`src/rtl/arm_mem_responder.sv`:
```
// rtl/arm_mem_responder.sv - memory-side responder: word RAM plus LED, TX FIFO and timer I/O
//
// Ports:
//   clk, reset          clock; synchronous active-low reset
//   MemWrite, Adr,      core bus: write strobe, byte address (word access),
//   WriteData, ReadData write data, combinational read data
//   LED                 LED register
//   TxValid, TxData,    TX FIFO head stream (valid/byte) and sink ready
//   TxReady
//   TimerIrq            sticky timer-match flag
module arm_mem_responder #(
    parameter int RAM_WORDS  = 64,
    parameter int FIFO_DEPTH = 4
) (
    input  logic        clk,
    input  logic        reset,
    input  logic        MemWrite,
    input  logic [31:0] Adr,
    input  logic [31:0] WriteData,
    output logic [31:0] ReadData,
    output logic [7:0]  LED,
    output logic        TxValid,
    output logic [7:0]  TxData,
    input  logic        TxReady,
    output logic        TimerIrq
);
    localparam int AW = $clog2(RAM_WORDS);
    localparam int PW = $clog2(FIFO_DEPTH);

    logic [31:0] ram_q  [RAM_WORDS];
    logic [7:0]  fifo_q [FIFO_DEPTH];

    logic [7:0]  led_q,    led_d;
    logic [PW:0] wr_ptr_q, wr_ptr_d;
    logic [PW:0] rd_ptr_q, rd_ptr_d;
    logic        ovf_q,    ovf_d;
    logic [31:0] cnt_q,    cnt_d;
    logic [31:0] cmp_q,    cmp_d;
    logic        irq_q,    irq_d;

    logic        is_io;
    logic [7:0]  io_off;
    logic        wr_ram, wr_led, wr_tx, wr_timer, wr_cmp, wr_clr;
    logic        empty, full, pop, push_ok;
    logic [AW-1:0] ram_idx;
    logic        unused_adr;

    assign is_io   = Adr[31];
    assign io_off  = Adr[7:0];
    assign ram_idx = Adr[AW+1:2];
    // Remaining address bits alias by design.
    assign unused_adr = ^{Adr[30:8], Adr[1:0]};

    assign wr_ram   = MemWrite & ~is_io;
    assign wr_led   = MemWrite & is_io & (io_off == 8'h00);
    assign wr_tx    = MemWrite & is_io & (io_off == 8'h04);
    assign wr_timer = MemWrite & is_io & (io_off == 8'h08);
    assign wr_cmp   = MemWrite & is_io & (io_off == 8'h0C);
    assign wr_clr   = MemWrite & is_io & (io_off == 8'h10);

    // Extra wrap bit distinguishes full from empty when the slot indices match.
    assign empty   = (wr_ptr_q == rd_ptr_q);
    assign full    = (wr_ptr_q[PW] != rd_ptr_q[PW]) &&
                     (wr_ptr_q[PW-1:0] == rd_ptr_q[PW-1:0]);
    assign pop     = ~empty & TxReady;
    // A pop in the same cycle frees the slot the push lands in.
    assign push_ok = wr_tx & (~full | pop);

    always_comb begin
        led_d    = led_q;
        wr_ptr_d = wr_ptr_q;
        rd_ptr_d = rd_ptr_q;
        ovf_d    = ovf_q;
        cnt_d    = cnt_q + 32'd1;
        cmp_d    = cmp_q;
        irq_d    = irq_q;

        if (wr_led)   led_d    = WriteData[7:0];
        if (push_ok)  wr_ptr_d = wr_ptr_q + 1'b1;
        if (pop)      rd_ptr_d = rd_ptr_q + 1'b1;
        if (wr_tx && full && !pop) ovf_d = 1'b1;
        if (wr_clr)   ovf_d    = 1'b0;
        if (wr_timer) cnt_d    = WriteData;
        if (wr_cmp)   cmp_d    = WriteData;
        // Clear from a CMP write wins over a same-cycle match.
        if (wr_cmp)               irq_d = 1'b0;
        else if (cnt_q == cmp_q)  irq_d = 1'b1;
    end

    always_ff @(posedge clk) begin
        if (!reset) begin
            led_q    <= 8'h00;
            wr_ptr_q <= '0;
            rd_ptr_q <= '0;
            ovf_q    <= 1'b0;
            cnt_q    <= 32'h0;
            cmp_q    <= 32'hFFFF_FFFF;
            irq_q    <= 1'b0;
        end else begin
            led_q    <= led_d;
            wr_ptr_q <= wr_ptr_d;
            rd_ptr_q <= rd_ptr_d;
            ovf_q    <= ovf_d;
            cnt_q    <= cnt_d;
            cmp_q    <= cmp_d;
            irq_q    <= irq_d;
        end
    end

    // RAM contents deliberately survive reset.
    always_ff @(posedge clk) begin
        if (wr_ram) ram_q[ram_idx] <= WriteData;
    end

    // FIFO storage needs no reset: TxData is masked while empty.
    always_ff @(posedge clk) begin
        if (reset && push_ok) fifo_q[wr_ptr_q[PW-1:0]] <= WriteData[7:0];
    end

    always_comb begin
        ReadData = 32'h0;
        if (!is_io) begin
            ReadData = ram_q[ram_idx];
        end else begin
            case (io_off)
                8'h00:   ReadData = {24'h0, led_q};
                8'h04:   ReadData = {28'h0, ovf_q, irq_q, full, empty};
                8'h08:   ReadData = cnt_q;
                8'h0C:   ReadData = cmp_q;
                default: ReadData = 32'h0;
            endcase
        end
    end

    assign LED      = led_q;
    assign TxValid  = ~empty;
    assign TxData   = empty ? 8'h00 : fifo_q[rd_ptr_q[PW-1:0]];
    assign TimerIrq = irq_q;
endmodule

```
`config.mk`:
```
export PLATFORM = sky130hd
export DESIGN_NAME = arm_mem_responder
export DESIGN_NICKNAME = d
export VERILOG_FILES = /design/src/rtl/arm_mem_responder.sv
export SDC_FILE = /design/constraint.sdc
export NUM_CORES = 2
export LEC_CHECK = 0
export ABC_AREA = 1
export BUFFER_PORTS_ARGS = -buffer_cell sky130_fd_sc_hd__buf_2
export CAP_MARGIN = 20
export CORE_AREA = 2 2 393 589
export DETAILED_ROUTE_END_ITERATION = 8
export DIE_AREA = 0 0 395 591
export RECOVER_POWER = 25
export SLEW_MARGIN = 20
export SYNTH_ARGS = -nofsm -noshare
export SYNTH_HDL_FRONTEND = slang
export SYNTH_SLANG_ARGS = --single-unit
```
`constraint.sdc`:
```
create_clock -name clk -period 2.9 [get_ports clk]
set_input_delay 0.145 -clock clk [delete_from_list [all_inputs] [get_ports clk]]
set_output_delay 0.145 -clock clk [all_outputs]
set_load 0.005 [all_outputs]
```
# Yosys cells after proc, flatten, opt, wreduce, memory -nomap -nowiden
# Memory sizes are Yosys's and may differ from the RTL's. A register that Yosys moved wholly into a read port is not among the register bits.
# Cells that the tools add are included.
dict set report totals {
  reg_bits 80
  ramBits 2080
  input_bits 68
  mem_count 2
}
# name words width read_ports rd_clocked_by_memory_dff write_ports line
set memory_table {}
lappend memory_table {ram_q 64 32 1 0 1 30} ;# logic [31:0] ram_q [RAM_WORDS];
lappend memory_table {fifo_q 4 8 1 1 1 31} ;# logic [7:0] fifo_q [FIFO_DEPTH];
dict set report op_classes {
  n_addsub 3
  eq_ne 8
  mux 10
  bitwise_logic 14
  n_reduce_logical 8
}
# operator count
set op_table {}
lappend op_table {{32-bit case mux with 4 select lines} 1}
lappend op_table {{32-bit two-way mux} 2}
lappend op_table {{32-bit by 1-bit adder with 32-bit output, second input constant} 1}
lappend op_table {{32-bit equality test} 1}
lappend op_table {{8-bit by 4-bit equality test with 1-bit output, second input constant} 2}
lappend op_table {{1-bit bitwise AND} 9}
lappend op_table {{8-bit by 3-bit equality test with 1-bit output, second input constant} 1}
lappend op_table {{8-bit by 5-bit equality test with 1-bit output, second input constant} 1}
lappend op_table {{8-bit zero test} 1}
lappend op_table {{8-bit two-way mux} 1}
lappend op_table {{3-bit by 1-bit adder with 3-bit output, second input constant} 2}
lappend op_table {{1-bit logical AND} 4}
lappend op_table {{1-bit two-way mux} 4}
lappend op_table {{2-bit two-way mux} 2}
lappend op_table {{1-bit NOT} 4}
lappend op_table {{2-bit OR reduction} 2}
lappend op_table {{3-bit equality test} 1}
lappend op_table {{2-bit equality test} 1}
lappend op_table {{1-bit zero test} 1}
lappend op_table {{1-bit inequality test} 1}
lappend op_table {{1-bit OR} 1}

# Logic depth before layout (Yosys ltp)
dict set report logic_depth {
  ltp_word 8
  mapped_depth 17
  ltp_nobuf 13
}

# Least setup slack after synthesis
# OpenSTA, ideal clock, no wires.
dict set report synth_path {
  path_kind {in2reg}
  startpoint {in Adr[4]}
  endpoint {mem ram_q[15][0] (enable)}
  setup_time_ns 0.421
  t_arrival_ns 2.557
  path_slack_ns -0.078
  path_stages 5
  cell_sequence {buf_4 clkbuf_1 clkbuf_1 nand4_1 nor2_1}
}
# element line
set synth_rtl {}
lappend synth_rtl {{start: declaration} 18} ;# input logic [31:0] Adr,
lappend synth_rtl {{end: declaration} 30}
# Straight into the memory's write port.

# Worst setup path in the final report
dict set report layout_path {
  startpoint {in Adr[4]}
  endpoint {out ReadData[15]}
}
dict set report layout_via {
  elab_chain_len 3
  elab_cells_between_ends 7
  classes_between {eq/ne: 3; mux: 2; reduce/logical: 1; memory: 1}
}
# element line
set layout_lines {}
lappend layout_lines {{branches (longest 2 deep; another with memory read 64 x 32 bit)} -}
lappend layout_lines {{32-bit two-way mux (*)} 122} ;# if (!is_io) begin
lappend layout_lines {{end: declaration} 20} ;# output logic [31:0] ReadData,
# Mark *: on every way between the ends.

==> results.sh <==
export IMPL_io_buffers=94
export IMPL_post_cts_buffers=0
export IMPL_synth_edff_count=2080
export IMPL_fin_skew_ns=0.0199
export IMPL_end_kind="primary output"
export IMPL_drcViolationCount=2
export IMPL_io_pins=118
export IMPL_die_area_um2=233000
export IMPL_swShare_pct=22.8
export IMPL_start_kind="primary input"
export IMPL_tightest_slew_ns=2.92
export IMPL_yosysTopAreaCell="edfxtp_1"
export IMPL_status="complete, but fails checks"
export IMPL_p_leak_nw=41.5
export IMPL_drt_iter0_drc=6361
export IMPL_cp_cell_sequence="buf_6 > dlygate4sd3_1 > buf_12 > nand3_1 > nand3_1 > nand2_1 > nand2_1 > nand2_1 > buf_12 > o21ai_2 > nand2_1 > buf_2"
export IMPL_setup_tns_ns=0
export IMPL_synth_nets=8856
export IMPL_crit_slowest_cell="dlygate4sd3_1"
export IMPL_startpoint="Adr[4]"
export IMPL_yosysWarnings=0
export IMPL_fill_cells=20700
export IMPL_synth_top_area_share_pct=68.7
export IMPL_critPathRequiredTime_ns=2.76
export IMPL_yosys_area_share_simple_pct=24.3
export IMPL_numClockSinks=2162
export IMPL_start_util_pct=39.8
export IMPL_p_switching_w=0.0146
export IMPL_layout_drive_gt1_share_pct=8.75
export IMPL_relSlewSlack_pct=-94.4
export IMPL_synth_commonest_cells="nand2_1, edfxtp_1, nand3_1"
export IMPL_die_y_um=591
export IMPL_violations="design-rule violations, max-capacitance violations, max-slew violations"
export IMPL_fin_util_pct=45.9
export IMPL_syn_instance_count=8782
export IMPL_p_total_w=0.0643
export IMPL_overflow=0
export IMPL_antenna_found_initial=9
export IMPL_synthMuxAreaShare_pct=0
export IMPL_critPathMaxFanout=56
export IMPL_finalCriticalPeriod_ns=2.79
export IMPL_synth_compound_area_share_pct=1.26
export IMPL_synth_top_family_by_area="simple AND/OR/NAND/NOR gates"
export IMPL_synth_yosys_seq_area_share_pct=70.5
export IMPL_grtUsageTotal_pct=22.1
export IMPL_worstSkewPairLatency_ns=0.83
export IMPL_cts_root_buf="clkbuf_16"
export IMPL_cts_tree="built"
export IMPL_vias=62700
export IMPL_area_growth_pct=15.3
export IMPL_place_inst=11800
export IMPL_cts_buffer_depth=4
export IMPL_synth_seq_cells=2162
export IMPL_synth_ff_type="edfxtp_1"
export IMPL_synth_xor_area_share_pct=0.424
export IMPL_grt_max_degree=94
export IMPL_async_flop_share_pct=0
export IMPL_core_area_um2=228000
export IMPL_synth_area_per_cell_um2=10.4
export IMPL_grt_pass1_wl_um=386000
export IMPL_crit_top_cell="nand2_1"
export IMPL_synth_fa_ha_area_share_pct=0.0826
export IMPL_cts_max_level=4
export IMPL_vdd_drop_max_mv=0.415
export IMPL_min_from="Adr[31]"
export IMPL_fmax_ghz=0.358
export IMPL_drv_cap=27
export IMPL_critPathMaxStageDelay_ns=0.65
export IMPL_syn_area_um2=90900
export IMPL_wl_per_cell_um=21.5
export IMPL_yosys_top_cells_area="edfxtp_1, nand2_1, nand3_1"
export IMPL_combPwrFrac_pct=7.1
export IMPL_drtPass1Iterations=9
export IMPL_gp_congestion=0.916
export IMPL_hp_class="primary input to flip-flop"
export IMPL_row_count=215
export IMPL_rr_startpoint="wr_ptr_q[0]$_SDFFE_PN0P_"
export IMPL_ant_nets=0
export IMPL_final_instance_count_excl_fill=12200
export IMPL_clk_pin_slew_ns=0.07
export IMPL_hpwl_um=157000
export IMPL_power_density_nw_per_um2=613
export IMPL_grt_pass1_vias=59300
export IMPL_power_frac_clock_pct=39.5
export IMPL_p_seq_share_pct=53.5
export IMPL_timing_worst_setup_path_type="primary input to primary output"
export IMPL_die_w_um=395
export IMPL_routed_wl_um=263000
export IMPL_hold_viol=0
export IMPL_fin_crit_sh_pct=96.3
export IMPL_yosysMostFrequentCell="nand2_1"
export IMPL_setup_violations=0
export IMPL_cell_internal_pwr_w=0.0496
export IMPL_ys_types=44
export IMPL_cts_buffers_inserted=197
export IMPL_vias_per_cell=5.13
export IMPL_design_final_nets=9086
export IMPL_final_max_slew_viol_count=919
export IMPL_worstPathArrival_ns=2.65
worst max-delay path: cells and delay by family:
kind	cells	cell delay [ns]
AOI/OAI and AO/OA	1	0.23
buffers and inverters	5	1.46
and+or+nand+nor	6	0.70
state kept, by name, indices dropped and copies added (netlist names), named ones only:
signal    count
wr_ptr_q      3
LED           8
cmp_q        32
ram_q      2048
cnt_q        32
fifo_q       32
ovf_q         1
rd_ptr_q      3
TimerIrq      1
per-stage QoR:
step | cell area (µm²) | setup WS, ns | hold WS [ns]
2_1_floorplan | 90900 | -0.0779 | 0.244
3_3_place_gp | 98300 | 0.246 | 0.463
3_5_place_dp | 98400 | 0.293 | 0.488
4_1_cts | 105000 | 0.00520 | 0.00105
5_1_grt | 105000 | -0.00987 | 0.0696
6_report | 105000 | 0.107 | 0.0718
logic make-up (layout without fill, tap and decap cells):
family / Yosys count / in the layout
AOI/OAI and AO/OA: 203 / 203
other: 0 / 9
buffers and inverters: 690 / 1072
DFF: 2162 / 2162
and+or+nand+nor: 5677 / 5677
adders and majority gates: 6 / 6
xor gates and xnor gates: 44 / 44
layout make-up:
cell class / count / area (µm²) / share of cell area [%]
Multi-Input combinational cell: 5930 / 24400 / 23.3
Clock inverter: 111 / 941 / 0.897
Antenna cell: 9 / 22.5 / 0.0215
Sequential cell: 2162 / 64100 / 61.1
Inverter: 240 / 940 / 0.896
Tap cell: 3038 / 3800 / 3.63
Clock buffer: 240 / 5160 / 4.92
Timing Repair Buffer: 481 / 5460 / 5.21
worst paths after layout:
kind | to | slack (ns) | cells after the start
max reg2reg | rd_ptr_q[0]$_SDFFE_PN0P_ | 0.59 | 7
min | ram_q[19][31]$_DFFE_PP_ | 0.07 | 5
min reg2reg | rd_ptr_q[2]$_SDFFE_PN0P_ | 0.50 | 2
max | ReadData[15] | 0.11 | 12
placed cells by master, fill, tap and decap left out, drive strengths merged:
cell type,count
clkbuf,290
a21oi,59
clkinv,121
o22ai,6
a31oi,3
o2111ai,1
nand2,5016
ha,6
a22o,2
or2,4
nor4,2
inv,207
a311oi,1
o21ai,96
nor3,19
buf,396
xnor2,26
bufinv,16
edfxtp,2080
dlygate4sd3,35
o32ai,8
o211ai,15
nor2,165
o21bai,10
o221ai,1
dfxtp,82
nand3,380
diode,9
clkinvlp,7
nand4,91
a211oi,1
xor2,18
per-layer routing:
layer / GRT usage (%) / part of all wire (%)
met2: 36.2 / 47
met3: 2.86 / 7.2
met4: 10.8 / 5.4
met5: 0 / 0.016
met1: 29.0 / 41
power by group through the flow:
stage / logic, W / clock network, W / registers, W
floorplan: 0.00215 / 0 / 0.0350
global placement: 0.00439 / 0 / 0.0350
detailed placement: 0.00445 / 0 / 0.0350
CTS: 0.00451 / 0.0257 / 0.0343
global route: 0.00492 / 0.0268 / 0.0344
finish: 0.00454 / 0.0253 / 0.0344
timing repair:
| action | CTS | global route |
|---|---|---|
| cloned | 0 | 0 |
| hold buffers | 33 | 2 |
| pin swaps | 0 | 5 |
| hold endpoints to repair | 790 | 58 |
| resized for setup | 6 | 41 |
| setup endpoints to repair | 6 | 30 |
(Power assumes the default switching activity.)
